==> config.mk <==
export PLATFORM = sky130hd
export DESIGN_NAME = pipelined_ripple_adder
export DESIGN_NICKNAME = d
export VERILOG_FILES = /design/src/rtl/adder_pkg.sv /design/src/rtl/adder_pipe_stage.sv /design/src/rtl/pipelined_ripple_adder.sv
export SDC_FILE = /design/constraint.sdc
export NUM_CORES = 1
export LEC_CHECK = 0
export ABC_AREA = 1
export BUFFER_PORTS_ARGS = -buffer_cell sky130_fd_sc_hd__buf_2
export CAP_MARGIN = 20
export CORE_MARGIN = 5
export CORE_UTILIZATION = 57
export CTS_CLUSTER_SIZE = 12
export DETAILED_ROUTE_END_ITERATION = 8
export GPL_TIMING_DRIVEN = 0
export PLACE_DENSITY = 0.87
export SYNTH_ARGS = -nofsm -noshare
export SYNTH_HDL_FRONTEND = slang
export SYNTH_SLANG_ARGS = --single-unit
export TNS_END_PERCENT = 50
==> constraint.sdc <==
create_clock -name clk -period 2.9 [get_ports clk]
set_input_delay 0.435 -clock clk [delete_from_list [all_inputs] [get_ports clk]]
set_output_delay 0.435 -clock clk [all_outputs]
set_load 0.005 [all_outputs]
==> src/rtl/adder_pkg.sv <==
// Shared definitions for the pipelined ripple-carry adder: slice width helper and
// the per-stage record layout.
package adder_pkg;

    localparam int ADDER_MAX_N = 64;

    function automatic int slice_w(input int n, input int stages);
        return (stages < 1) ? 1 : n / stages;
    endfunction

    // Register contents of one stage, shown at the widest supported operand size.
    typedef struct packed {
        logic                   valid;
        logic                   carry;
        logic [ADDER_MAX_N-1:0] sum;
        logic [ADDER_MAX_N-1:0] rem_a;
        logic [ADDER_MAX_N-1:0] rem_b;
    } stage_rec_t;

endpackage

==> src/rtl/adder_pipe_stage.sv <==
// One pipeline stage: a W-bit ripple slice of full adders feeding the stage register,
// with the backpressure (advance) term for this stage.
module full_adder (
    input  logic i_a,
    input  logic i_b,
    input  logic i_c,
    output logic o_s,
    output logic o_c
);
    assign o_s = i_a ^ i_b ^ i_c;
    assign o_c = (i_a & i_b) | (i_c & (i_a ^ i_b));
endmodule

module adder_pipe_stage #(
    parameter int N = 16,
    parameter int W = 4,
    parameter int K = 0
) (
    input  logic         clk,
    input  logic         rst_n,
    input  logic         i_valid,
    input  logic         i_carry,
    input  logic [N-1:0] i_sum,
    input  logic [N-1:0] i_a,
    input  logic [N-1:0] i_b,
    input  logic         i_adv_next,
    output logic         o_adv,
    output logic         o_valid,
    output logic         o_carry,
    output logic [N-1:0] o_sum,
    output logic [N-1:0] o_a,
    output logic [N-1:0] o_b
);
    logic [W:0]   w_c;
    logic [W-1:0] w_s;
    logic         r_valid;
    logic         r_carry;
    logic [N-1:0] r_sum;
    logic [N-1:0] r_a;
    logic [N-1:0] r_b;

    // Remaining operand bits arrive shifted down, so this slice always sits at the LSBs.
    assign w_c[0] = i_carry;
    for (genvar i = 0; i < W; i++) begin : g_fa
        full_adder u_fa (
            .i_a (i_a[i]),
            .i_b (i_b[i]),
            .i_c (w_c[i]),
            .o_s (w_s[i]),
            .o_c (w_c[i+1])
        );
    end

    assign o_adv = !r_valid || i_adv_next;

    always_ff @(posedge clk or negedge rst_n) begin
        if (!rst_n) begin
            r_valid <= 1'b0;
            r_carry <= 1'b0;
            r_sum   <= '0;
            r_a     <= '0;
            r_b     <= '0;
        end else if (o_adv) begin
            r_valid <= i_valid;
            if (i_valid) begin
                r_carry <= w_c[W];
                r_sum   <= i_sum | (N'(w_s) << (K * W));
                r_a     <= i_a >> W;
                r_b     <= i_b >> W;
            end
        end
    end

    assign o_valid = r_valid;
    assign o_carry = r_carry;
    assign o_sum   = r_sum;
    assign o_a     = r_a;
    assign o_b     = r_b;
endmodule

==> src/rtl/pipelined_ripple_adder.sv <==
// N-bit adder split into STAGES registered ripple slices with valid/ready on both sides.
// Define PIPELINED_ADDER_OVF_EN to add the signed-overflow output ovf.
module pipelined_ripple_adder
    import adder_pkg::*;
#(
    parameter int N      = 16,
    parameter int STAGES = 4
) (
    input  logic         clk,
    input  logic         rst_n,
    input  logic         in_valid,
    output logic         in_ready,
    input  logic [N-1:0] a,
    input  logic [N-1:0] b,
    input  logic         cin,
    output logic         out_valid,
    input  logic         out_ready,
    output logic [N-1:0] sum,
    output logic         cout
`ifdef PIPELINED_ADDER_OVF_EN
    ,
    output logic         ovf
`endif
);
    localparam int W = slice_w(N, STAGES);

    if (STAGES < 1) begin : g_bad_stages
        $error("pipelined_ripple_adder: STAGES must be at least 1");
    end else if (N % STAGES != 0) begin : g_bad_width
        $error("pipelined_ripple_adder: N must be a multiple of STAGES");
    end

    // Index 0 is the input side; index k+1 is the register of stage k.
    logic         w_valid [0:STAGES];
    logic         w_carry [0:STAGES];
    logic [N-1:0] w_sum   [0:STAGES];
    logic [N-1:0] w_a     [0:STAGES];
    logic [N-1:0] w_b     [0:STAGES];
    logic         w_adv   [0:STAGES];

    assign w_valid[0]    = in_valid;
    assign w_carry[0]    = cin;
    assign w_sum[0]      = '0;
    assign w_a[0]        = a;
    assign w_b[0]        = b;
    assign w_adv[STAGES] = out_ready;

    for (genvar k = 0; k < STAGES; k++) begin : g_stage
        adder_pipe_stage #(
            .N (N),
            .W (W),
            .K (k)
        ) u_stage (
            .clk        (clk),
            .rst_n      (rst_n),
            .i_valid    (w_valid[k]),
            .i_carry    (w_carry[k]),
            .i_sum      (w_sum[k]),
            .i_a        (w_a[k]),
            .i_b        (w_b[k]),
            .i_adv_next (w_adv[k+1]),
            .o_adv      (w_adv[k]),
            .o_valid    (w_valid[k+1]),
            .o_carry    (w_carry[k+1]),
            .o_sum      (w_sum[k+1]),
            .o_a        (w_a[k+1]),
            .o_b        (w_b[k+1])
        );
    end

    assign in_ready  = w_adv[0];
    assign out_valid = w_valid[STAGES];
    assign sum       = w_sum[STAGES];
    assign cout      = w_carry[STAGES];

`ifdef PIPELINED_ADDER_OVF_EN
    logic r_sign_a;
    logic r_sign_b;

    // Operand sign bits sit at the top of the last slice and travel with it.
    always_ff @(posedge clk or negedge rst_n) begin
        if (!rst_n) begin
            r_sign_a <= 1'b0;
            r_sign_b <= 1'b0;
        end else if (w_adv[STAGES-1] && w_valid[STAGES-1]) begin
            r_sign_a <= w_a[STAGES-1][W-1];
            r_sign_b <= w_b[STAGES-1][W-1];
        end
    end

    assign ovf = (r_sign_a == r_sign_b) && (sum[N-1] != r_sign_a);
`endif
endmodule

-- Yosys cells after proc, flatten, opt, wreduce, memory -nomap -nowiden
Cells that the tools add are included.
- bits in registers: 108
- latch bits: 0
- RAM bits: 0
- ROM bits: 0
- logic and storage cells: 113
- memories kept: 0
- add/subtract/negate cells: 0
- multiply operators: 0
- divide/modulo/power cells: 0
- order comparisons: 0
- equal/unequal tests: 0
- shifts and indexed selects: 0
- mux-type cells: 0
- bitwise operators: 83
- reductions and logical operators: 12
- operator list (cell ; count):
    $and 1x1->1 ; 32
    $xor 1x1->1 ; 32
    $or 1x1->1 ; 16
    $or 16x12->16 ; 1
    $or 16x16->16 ; 1
    $or 4x8->8 ; 1
    $reduce_and 2->1 ; 4
    $logic_not 1->1 ; 4
    $logic_or 1x1->1 ; 4

-- Logic depth before layout (Yosys ltp)
Gate-level depths: netlist of the first run.
- word-level depth: 9
- gate-level depth with buffers: 10
- depth with buffers taken out: 10

-- Hierarchy
Synthesis of the first run repeated with hierarchy kept, for this count alone.
- cells, all modules: 829
- area total of the unflattened synthesis: 7533.5 um2
- by module, submodules not included (module ; times used ; cells each ; area each (um2)):
    adder_pipe_stage at g_stage[1].u_stage ... ; 3 ; 203 ; 1803.0
    adder_pipe_stage at g_stage[0].u_stage ; 1 ; 203 ; 1800.5
    full_adder ; 16 ; 1 ; 20.0
    pipelined_ripple_adder ; 1 ; 1 ; 3.8

-- Worst setup path after synthesis of the first run
OpenSTA, ideal clock, no wires.
- path kind: reg-to-reg
- start point: register g_stage[2].u_stage.r_carry
- end point: register g_stage[3].u_stage.r_sum[15]
- library setup time: 83 ps
- data arrival time: 2079 ps
- setup slack: 738 ps
- cell stages (with the launch flop): 9
- path buffers: 0
- period minus slack after synthesis: 2162 ps
- path through: dfrtp_1 inv_1 fa_1 inv_1 fa_1 fa_1 inv_1 fa_1 o21ai_0
- longest elaborated chain between the ends: 8
- ends and longest elaborated chain (item ; RTL line ; RTL):
    start: declaration ; adder_pipe_stage.sv:37 ; logic r_carry;
    start signal: assignment ; adder_pipe_stage.sv:66 ; r_carry <= w_c[W];
    $and 1x1->1 ; adder_pipe_stage.sv:11 ; assign o_c = (i_a & i_b) | (i_c & (i_a ^ i_b));
    $or 1x1->1 ; adder_pipe_stage.sv:11 ;
    $and 1x1->1 ; adder_pipe_stage.sv:11 ;
    $or 1x1->1 ; adder_pipe_stage.sv:11 ;
    $and 1x1->1 ; adder_pipe_stage.sv:11 ;
    $or 1x1->1 ; adder_pipe_stage.sv:11 ;
    $xor 1x1->1 ; adder_pipe_stage.sv:10 ; assign o_s = i_a ^ i_b ^ i_c;
    $or 16x16->16 ; adder_pipe_stage.sv:67 ; r_sum <= i_sum | (N'(w_s) << (K * W));
    end signal: assignment ; adder_pipe_stage.sv:67 ;
    end: declaration ; adder_pipe_stage.sv:38 ; logic [N-1:0] r_sum;
No other way between the ends.
A chain may end at the register's enable or synchronous reset.

-- Worst setup path after layout of the first run
- start point: register g_stage[0].u_stage.r_a[0]
- end point: register g_stage[1].u_stage.r_sum[7]
- longest elaborated chain between the ends: 9
- elaborated cells on any way between the ends: 10
- classes of those cells: bitwise (10)
- ends and longest elaborated chain (item ; RTL line ; RTL):
    start: declaration ; adder_pipe_stage.sv:39 ; logic [N-1:0] r_a;
    start signal: assignment ; adder_pipe_stage.sv:68 ; r_a <= i_a >> W;
    $xor 1x1->1 ; adder_pipe_stage.sv:11 ;
    $and 1x1->1 ; adder_pipe_stage.sv:11 ;
    $or 1x1->1 * ; adder_pipe_stage.sv:11 ;
    $and 1x1->1 * ; adder_pipe_stage.sv:11 ;
    $or 1x1->1 * ; adder_pipe_stage.sv:11 ;
    $and 1x1->1 * ; adder_pipe_stage.sv:11 ;
    $or 1x1->1 * ; adder_pipe_stage.sv:11 ;
    $xor 1x1->1 * ; adder_pipe_stage.sv:10 ;
    $or 4x8->8 * ; adder_pipe_stage.sv:67 ;
    end signal: assignment ; adder_pipe_stage.sv:67 ;
    end: declaration ; adder_pipe_stage.sv:38 ;
Every way passes the cells marked *; elsewhere a longest branch is shown, timed or not.

==> reports/qor.yml, run 1 <==
floorplanning:
  die_h_microns: 95.69
  initial_core_util: 0.5801
  ios: 56
  die_x_microns: 95.69
  dieArea_sq_um: 9157
  core_area_sq_um: 7214
  row_count: 31
cells_and_area:
  seqCellArea_sq_um: 2402
  diodes: 0
  design_area_sq_um: 4845
  layout.nets: 568
  drive_gt1_frac: 0.1827
  final_cell_count_no_fill: 619
  final_cell_mix: "174 x nand2_1, 96 x dfrtp_1, 79 x nand3_1"
  final_common_cell: "nand2_1"
  nFillCells: 574
  multi_input_area_sq_um: 1508
  syn2layout_area_growth_pct: 15.75
critical_path:
  endpoint_kind: "register"
  required_ns: 3.18
  worstSetupPathType: "register to register"
  crit_fanout: 2
  worstPathArrival_ns: 2.58
  r2r_end: "g_stage[1].u_stage.o_sum[7]"
  ff2ff_path_depth: 8
  r2r_start: "g_stage[0].u_stage.o_a[0]"
  startpoint_type: "register"
  r2r_setup_slack_ns: 0.60
grt:
  grt_usage: 0.1997
  grt_first_pass_wirelength_microns: 13950
  first_global_vias: 3039
  antenna_found_initial: 0
  gr-total-overflow: 0
  grt_max_degree: 68
sta:
  final-hold-violation-count: 0
  layout_min_cycle_time_ns: 2.296
  fin_worst_skew_ns: 0.004866
  setup_viol: 0
  drv_slew: 0
  grt_setup_unrepaired: "false"
  postLayoutSetupSlackWorst_ns: 0.6041
  maxSlewHeadroom: 0.7193
  fmax_mhz: 435.6
  post-route-period-util: 0.7917
  tns_ns: 0
  worst_slew_pin_slew_ns: 0.4211
yosys:
  ys_warn_count: 0
  synthesis.instances: 447
  synth_seq_area_share: 0.5740
  yosysTopAreaCell: "dfrtp_1"
  synthTopCellsByArea: "dfrtp_1 57%, nand2_1 16%, nand3_1 9.4%"
  synth_area_sq_um: 4185
  yosysUniqueCellTypes: 19
  synth.avg_cell_area_sq_um: 9.363
  ys_ff_latch: 96
  syn-num-nets: 500
  synth_top_area_share: 0.5740
clock_tree:
  root_buffer: "clkbuf_8"
  numCtsBuffers: 9
  cts.sinks: 96
  cts_buffer_depth: 2
  clk_latency_ns: 0.36
  cts_tree: "done"
  clkTransAtPathRegs_ns: 0.08
  cts_setup_buffers: 0
  htree_levels: 3
worst_hold_path:
  hold_path_depth: 3
  hold_path.startpoint: "a[4]"
  hold_end: "g_stage[0].u_stage.o_a[0]"
  hp-class: "input port to register"
drt:
  vias: 3051
  drt_iter0_markers: 136
  wl_per_cell_microns: 12.93
  ant_nets: 0
  postRouteWirelength_microns: 8003
  dr.pass1.iters: 5
  route.detailed.drc: 0
  detail_route.vias_per_cell: 4.929
power_and_ir_drop:
  power.total_mw: 4.360
  leakage_nw: 2.658
  p_per_area_nw_per_um2: 899.9
  peakVddDrop_v: 0.0004587
run:
  maxCapViolCount: 0
placement:
  portBuffers: 55
  gp_congestion: 0.7993
  dp_hpwl_microns: 6097
  dp_slack_ns: 0.5831
  placed_cells: 602
  placed_area_sq_um: 4614
outcome:
  status: "completed"
## through the flow
step	hold WS (ns)	util
floorplan	0.1394	-
global placement	0.4478	0.6354
detailed placement	0.3851	0.6396
CTS	0.2814	0.6715
global route	0.2968	0.6715
finish	0.2977	0.6715
## sequential cells by signal (all words and copies together), names as in the netlist
signal	flops
g_stage.u_stage.o_valid	4
g_stage.u_stage.o_a	24
g_stage.u_stage.o_b	24
g_stage.u_stage.o_sum	40
g_stage.u_stage.o_carry	4
## final cells by class
class	instances	area share
Buffer	27	0.03125
Clock buffer	10	0.02841
Timing Repair Buffer	57	0.06508
Tap cell	99	0.02557
Inverter	33	0.02557
Multi-Input combinational cell	291	0.3112
Clock inverter	6	0.01705
Sequential cell	96	0.4959
## cells by family (layout without fill, tap and decap cells)
logic type | count (synthesis) | count (layout) | share of synthesized area
simple gates | 262 | 262 | 0.2682
compound gates | 13 | 13 | 0.01555
flops | 96 | 96 | 0.5740
buf+inv | 60 | 133 | 0.06577
fa+ha+maj | 16 | 16 | 0.07653
## worst max-delay path: stages, from the launching register on
cell and delay [ns]:
dfrtp_1 0.39, inv_1 0.09, fa_1 0.22, inv_1 0.07, fa_1 0.38, fa_1 0.39
inv_1 0.09, fa_1 0.42, o21ai_0 0.17
## power by group
part	total, mW	leakage (nW)	internal (mW)	switching [mW]
logic	1.37	1.36	0.549	0.820
clock network	0.947	0.112	0.504	0.443
registers	2.04	1.19	1.79	0.254
total	4.36	2.66	2.84	1.52
## cell usage after synthesis
library cell / n
a21oi_1: 4
buf_1: 2
buf_2: 10
buf_4: 4
buf_6: 3
clkbuf_1: 8
dfrtp_1: 96
fa_1: 16
inv_1: 32
inv_2: 1
nand2_1: 174
nand2_2: 1
nand2_4: 1
nand3_1: 79
nand3_4: 1
nand4_2: 1
nor2_1: 4
nor2_4: 1
o21ai_0: 9
## per-layer routing
metal | track usage | up-vias | part of all wire | wire length (microns)
met1 | 0.2671 | 1440 | 0.45 | 3629
met3 | 0.05551 | 8 | 0.051 | 409
met2 | 0.3254 | 72 | 0.48 | 3873
met4 | 0.04976 | 0 | 0.011 | 90
met5 | 0 | - | 0 | 0
li1 | - | 1531 | - | -
## how the worst max path moves through the flow
stage / start / slack [ns] / cells after the start / to
finish: g_stage[0].u_stage.o_a[0] / 0.60 / 8 / g_stage[1].u_stage.o_sum[7]
global route: g_stage[2].u_stage.o_a[0] / 0.47 / 8 / g_stage[3].u_stage.o_sum[15]
CTS: g_stage[0].u_stage.o_a[0] / 0.59 / 8 / g_stage[1].u_stage.o_sum[7]
detailed placement: a[0] / 0.58 / 11 / g_stage[0].u_stage.o_sum[3]
global placement: a[0] / 0.61 / 11 / g_stage[0].u_stage.o_sum[3]
floorplan: g_stage[2].u_stage.o_carry / 0.74 / 8 / g_stage[3].u_stage.o_sum[15]
## what timing repair did
action | CTS | global route
hold endpoints to repair | 29 | 0
endpoints found under the setup margin | 0 | 0
hold buffers | 1 | 0
gates resized for setup | 0 | 0
No activity file was read; power rests on OpenSTA's default activity.
==> inputs of run 2 (changes only) <==
==> constraint.sdc (replaced) <==
create_clock -name clk -period 2.3 [get_ports clk]
set_input_delay 0.345 -clock clk [delete_from_list [all_inputs] [get_ports clk]]
set_output_delay 0.345 -clock clk [all_outputs]
set_load 0.005 [all_outputs]
==> run 2 against run 1 <==
Worst setup slack worse by 0.54 ns. Maximum frequency is 2.5% higher. Critical path depth stayed put. Critical path type unchanged. Largest cell class unchanged.
==> reports/qor.yml, run 2 (same netlist as run 1, synthesis figures left out) <==
outcome:
  status: "completed"
drt:
  route.detailed.drc: 0  # unchanged
  postRouteWirelength_microns: 8341  # +4.2%
  vias: 3060  # +0.29%
  drt_iter0_markers: 170  # +25%
  ant_nets: 0  # unchanged
  wl_per_cell_microns: 13.45  # +4.1%
  detail_route.vias_per_cell: 4.935  # +0.13%
  dr.pass1.iters: 4  # -1
floorplanning:
  die_x_microns: 95.69  # unchanged
  core_area_sq_um: 7214  # unchanged
  die_h_microns: 95.69  # unchanged
  row_count: 31  # unchanged
  ios: 56  # unchanged
  dieArea_sq_um: 9157  # unchanged
  initial_core_util: 0.5801  # unchanged
grt:
  first_global_vias: 3038  # -0.033%
  grt_max_degree: 68  # unchanged
  grt_usage: 0.2014  # +0.001693
  grt_first_pass_wirelength_microns: 14030  # +0.54%
  antenna_found_initial: 0  # unchanged
  gr-total-overflow: 0  # unchanged
clock_tree:
  root_buffer: "clkbuf_8"
  cts.sinks: 96  # unchanged
  htree_levels: 3  # unchanged
  clkTransAtPathRegs_ns: 0.09  # about the same
  clk_latency_ns: 0.36  # about the same
  numCtsBuffers: 9  # unchanged
  cts_buffer_depth: 2  # unchanged
  cts_tree: "done"
cells_and_area:
  final_common_cell: "nand2_1"
  syn2layout_area_growth_pct: 16.17
  design_area_sq_um: 4862  # +0.36%
  largest_reg_flops: 40  # unchanged
  drive_gt1_frac: 0.2035  # +0.02076
  diodes: 0  # unchanged
  utilization: 0.6740  # +0.002428
  final_cell_count_no_fill: 620  # +0.16%
  layout.nets: 569  # +0.18%
  final_cell_mix: "174 x nand2_1, 96 x dfrtp_1, 79 x nand3_1"
  nFillCells: 568  # -1.0%
power_and_ir_drop:
  leakage_nw: 2.654  # -0.13%
  peakVddDrop_v: 0.0005782  # +26%
  power.total_mw: 5.582  # +28%
  p_per_area_nw_per_um2: 1148  # +28%
critical_path:
  startpoint: "g_stage[2].u_stage.o_carry"
  ff2ff_path_depth: 8  # unchanged
  worstSetupPathType: "register to register"
  r2r_setup_slack_ns: 0.06  # -0.54 ns
  required_ns: 2.59  # -0.59 ns
  crit_end: "g_stage[3].u_stage.o_sum[15]"
  startpoint_type: "register"
  endpoint_kind: "register"
  worstPathArrival_ns: 2.53  # -0.05 ns
  crit_fanout: 2  # unchanged
  r2r_start: "g_stage[2].u_stage.o_carry"
  r2r_end: "g_stage[3].u_stage.o_sum[15]"
sta:
  postLayoutSetupSlackWorst_ns: 0.06018  # -0.5439 ns
  layout_min_cycle_time_ns: 2.240  # -0.05610 ns
  fmax_mhz: 446.5  # +2.5%
  tns_ns: 0  # unchanged
  hold-worst-slack_ns: 0.2114  # -0.08637 ns
  final-hold-violation-count: 0  # unchanged
  worst_slew_pin_slew_ns: 0.4190  # -0.002044 ns
  maxSlewHeadroom: 0.7206  # +0.001363
  drv_slew: 0  # unchanged
  post-route-period-util: 0.9738  # +0.1821
  setup_viol: 0  # unchanged
  fin_worst_skew_ns: 0.005554  # +0.0006882 ns
placement:
  dp_hpwl_microns: 6097  # unchanged
  gp_congestion: 0.7993  # unchanged
  placed_cells: 602  # unchanged
  portBuffers: 55  # unchanged
  placed_area_sq_um: 4614  # unchanged
  dp_slack_ns: 0.009590  # -0.5736 ns
worst_hold_path:
  hold_path_depth: 3  # unchanged
  hp-class: "input port to register"
run:
  maxCapViolCount: 0  # unchanged
[run 2: cell count changes in the layout (fill, tap and decap cells not counted)]
cell and change:
inv_1 -6, inv_2 +6, fa_1 -4, fa_2 +4, o21ai_0 -3, o21ai_1 +3, buf_4 +1
[run 2: area by class of cell]
| type | count | area, sq um | area share |
|---|---|---|---|
| Multi-Input combinational cell | 291 | 1518 | 0.3121 |
| Clock inverter | 6 | 82.58 | 0.01698 |
| Sequential cell | 96 | 2402 | 0.4941 |
| Inverter | 33 | 123.9 | 0.02548 |
| Clock buffer | 10 | 137.6 | 0.02831 |
| Buffer | 27 | 151.4 | 0.03114 |
| Tap cell | 99 | 123.9 | 0.02548 |
| Timing Repair Buffer | 58 | 322.8 | 0.06639 |
[run 2: repair_timing]
action	4_1_cts	5_1_grt
gates cloned	0	0
endpoints found under the setup margin	1	3
resized for setup	2	11
hold buffers	1	0
pin swaps	0	1
hold endpoints to repair	29	0
setup buffers	0	1
[run 2: routing by layer]
metal  GRT usage  vias up  routed length [microns]
met5           0        -                        0
met4     0.04976        0                      106
met3     0.05551        9                      419
met2      0.3312       75                     4162
met1      0.2671     1442                     3653
li1            -     1534                        -
[run 2: where the power goes]
part           internal (mW)  switching (mW)  total (mW)
clock                  0.636           0.557        1.19
combinational          0.728            1.07        1.80
sequential              2.26           0.333        2.59
total                   3.62            1.96        5.58
[run 2: worst max-delay path: stages (launching register included)]
cell	delay (ns)
dfrtp_1	0.39
inv_1	0.08
fa_1	0.18
inv_1	0.08
fa_2	0.41
fa_1	0.43
inv_1	0.09
fa_1	0.38
o21ai_1	0.13
[run 2: worst min-delay path by stage]
stage / start / end / slack (ns)
floorplan: rst_n / g_stage[0].u_stage.o_a[0] / 0.05
global placement: g_stage[3].u_stage.o_sum[8] / g_stage[3].u_stage.o_sum[8] / 0.45
detailed placement: rst_n / g_stage[3].u_stage.o_sum[3] / 0.30
CTS: a[4] / g_stage[0].u_stage.o_a[0] / 0.19
global route: a[4] / g_stage[0].u_stage.o_a[0] / 0.21
finish: a[4] / g_stage[0].u_stage.o_a[0] / 0.21
==> inputs of run 3 (changes only) <==
--- a/config.mk
+++ b/config.mk
@@ -8,7 +8,7 @@
 export ABC_AREA = 1
 export BUFFER_PORTS_ARGS = -buffer_cell sky130_fd_sc_hd__buf_2
 export CAP_MARGIN = 20
-export CORE_MARGIN = 5
+export CORE_MARGIN = 10
 export CORE_UTILIZATION = 57
 export CTS_CLUSTER_SIZE = 12
 export DETAILED_ROUTE_END_ITERATION = 8
==> constraint.sdc (replaced) <==
create_clock -name clk -period 2.3 [get_ports clk]
set_input_delay 0.115 -clock clk [delete_from_list [all_inputs] [get_ports clk]]
set_output_delay 0.115 -clock clk [all_outputs]
set_load 0.005 [all_outputs]
==> run 3 against run 2 <==
Largest cell class unchanged. Clock skew is 0.0082 ns higher. Largest power group unchanged. Maximum frequency is 0.18% higher. Die area is 22% higher. Count of clock-buffer cells in the layout is 1 higher. Core utilization is 2.3 points higher. Sequential share of layout area is 1.6 points lower.
==> reports/qor.yml, run 3 (same netlist as run 1, synthesis figures left out) <==
critical_path:
  worstSetupPathType: "register to register"
  crit_fanout: 2  # unchanged
  critical_path_buf_inv_count: 3  # unchanged
  worstPathArrival_ns: 2.53  # about the same
  ff2ff_path_depth: 8  # unchanged
  endpoint_kind: "register"
  r2r_setup_slack_ns: 0.06  # about the same
  required_ns: 2.59  # about the same
  critical_path.slowest_cell: "fa_1"
  startpoint_type: "register"
  cp_num_cells: 8  # unchanged
  critical_path.cell_chain: "inv_1 > fa_2 > inv_1 > fa_1 > fa_1 > inv_1 > fa_1 > o21ai_1"
  critPathTopFamily: "adder cells"
  max_stage_delay_ns: 0.43  # about the same
  r2r_start: "g_stage[0].u_stage.o_carry"
  r2r_end: "g_stage[1].u_stage.o_sum[7]"
sta:
  drv_slew: 0  # unchanged
  grt_setup_unrepaired: "true"
  postLayoutSetupSlackWorst_ns: 0.06428  # +0.004101 ns
  post-route-period-util: 0.9721  # -0.001783
  worst_slew_pin_slew_ns: 0.4702  # +0.05113 ns
  final-hold-violation-count: 0  # unchanged
  setup_viol: 0  # unchanged
  fin_worst_skew_ns: 0.01371  # +0.008153 ns
  layout_min_cycle_time_ns: 2.236  # -0.004101 ns
  maxSlewHeadroom: 0.6866  # -0.03408
  fmax_mhz: 447.3  # +0.18%
drt:
  wl_per_cell_microns: 13.71  # +1.9%
  route.detailed.drc: 0  # unchanged
  postRouteWirelength_microns: 8748  # +4.9%
  vias: 3171  # +3.6%
  drt_iter0_markers: 123  # -28%
  dr.pass1.iters: 4  # unchanged
  detail_route.vias_per_cell: 4.970  # +0.70%
  ant_nets: 0  # unchanged
worst_hold_path:
  hold_path_depth: 3  # unchanged
  hold_end: "g_stage[0].u_stage.o_b[4]"
  hold_path.startpoint: "b[8]"
  hp-class: "input port to register"
cells_and_area:
  final_cell_count_no_fill: 638  # +2.9%
  drive_gt1_frac: 0.1818  # -0.02164
  diodes: 0  # unchanged
  syn2layout_area_growth_pct: 20.18
  final_common_cell: "nand2_1"
  design_area_sq_um: 5030  # +3.4%
  largest_reg_flops: 40  # unchanged
  utilization: 0.6972  # +0.02324
  final_cell_mix: "174 x nand2_1, 96 x dfrtp_1, 79 x nand3_1"
  layout.nets: 587  # +3.2%
power_and_ir_drop:
  leakage_nw: 2.727  # +2.7%
  p_per_area_nw_per_um2: 1103  # -3.9%
  peakVddDrop_v: 0.0004259  # -26%
clock_tree:
  htree_levels: 3  # unchanged
  clk_latency_ns: 0.37  # about the same
  root_buffer: "clkbuf_8"
  cts_tree: "done"
  cts_buffer_depth: 2  # unchanged
  clkTransAtPathRegs_ns: 0.09  # about the same
  numCtsBuffers: 9  # unchanged
  cts.sinks: 96  # unchanged
grt:
  antenna_found_initial: 0  # unchanged
  first_global_vias: 3378  # +11%
  gr-total-overflow: 0  # unchanged
  use_met2: 0.2778  # -0.05338
  grt_usage: 0.1647  # -0.03669
  grt_max_degree: 61  # -10%
  use_met3: 0.05968  # +0.004171
  grt.met1_usage: 0.1930  # -0.07411
  top_usage_layer: "met2"
  grt_first_pass_wirelength_microns: 15300  # +9.1%
floorplanning:
  row_count: 31  # unchanged
  die_x_microns: 105.7  # +10%
  core_area_sq_um: 7214  # unchanged
  initial_core_util: 0.5801  # unchanged
  ios: 56  # unchanged
  dieArea_sq_um: 11170  # +22%
  die_h_microns: 105.7  # +10%
outcome:
  status: "completed"
run:
  maxCapViolCount: 0  # unchanged
placement:
  gp_congestion: 0.8147  # +1.9%
  placed_cells: 602  # unchanged
  portBuffers: 55  # unchanged
  placed_area_sq_um: 4614  # unchanged
  dp_slack_ns: 0.01671  # +0.007118 ns
  dp_hpwl_microns: 6457  # +5.9%
==> run 3: changes by cell type in the layout (fill, tap and decap cells not counted), sizes merged <==
| cell | delta |
|---|---|
| buf | +1 |
| dlygate4sd3 | +17 |
| clkbuf | +1 |
| clkinv | -1 |
==> run 3: power breakdown <==
part,internal [mW],switching (mW),total [mW]
Clock,0.613,0.567,1.18
Sequential,2.26,0.323,2.58
Combinational,0.733,1.05,1.79
==> run 3: through the flow <==
stage	power, mW	TNS [ns]	hold WS (ns)
6_report	5.546	0	0.01819
5_1_grt	6.008	-0.02192	0.01857
4_1_cts	5.550	0	0.003139
3_5_place_dp	4.353	0	0.1031
3_3_place_gp	4.204	0	0.3437
2_1_floorplan	3.731	0	-0.1806
==> run 3: worst max-delay path by stage <==
stage	from	to	slack, ns
finish	g_stage[0].u_stage.o_carry	g_stage[1].u_stage.o_sum[7]	0.06
CTS	g_stage[2].u_stage.o_carry	g_stage[3].u_stage.o_sum[15]	0.01
floorplan	g_stage[2].u_stage.o_carry	g_stage[3].u_stage.o_sum[15]	0.14
global placement	g_stage[2].u_stage.o_carry	g_stage[3].u_stage.o_sum[15]	0.06
detailed placement	g_stage[1].u_stage.o_a[0]	g_stage[2].u_stage.o_sum[11]	0.02
global route	g_stage[0].u_stage.o_b[0]	g_stage[1].u_stage.o_sum[7]	-0.02
==> run 3: worst reg2reg max path, stage by stage, from the launching register on <==
cell,delay (ns)
dfrtp_1,0.38
inv_1,0.10
fa_2,0.23
inv_1,0.06
fa_1,0.37
fa_1,0.37
inv_1,0.09
fa_1,0.43
o21ai_1,0.13
==> run 3: what timing repair did <==
item / CTS / global route
resized for setup: 0 / 6
hold endpoints to repair: 53 / 0
hold buffers: 18 / 0
setup endpoints to repair: 1 / 3
setup buffers: 1 / 1
pin swaps: 0 / 2
==> run 3: layout make-up <==
| class | count | area (sq um) |
|---|---|---|
| plain buffers | 27 | 151.4 |
| multi-input cells | 291 | 1515 |
| well taps | 99 | 123.9 |
| clock inverters | 5 | 81.33 |
| fillers | 552 | 2185 |
| repair buffers | 76 | 500.5 |
| inverters | 33 | 123.9 |
| clock buffers | 11 | 131.4 |
| flip-flops and latches | 96 | 2402 |
==> run 3: per-layer routing <==
metal | wire length (microns) | vias to the layer above | part of all wire
li1 | - | 1567 | -
met1 | 3610 | 1508 | 0.41
met2 | 4417 | 86 | 0.50
met3 | 637 | 10 | 0.073
met4 | 82 | 0 | 0.0094
met5 | 0 | - | 0
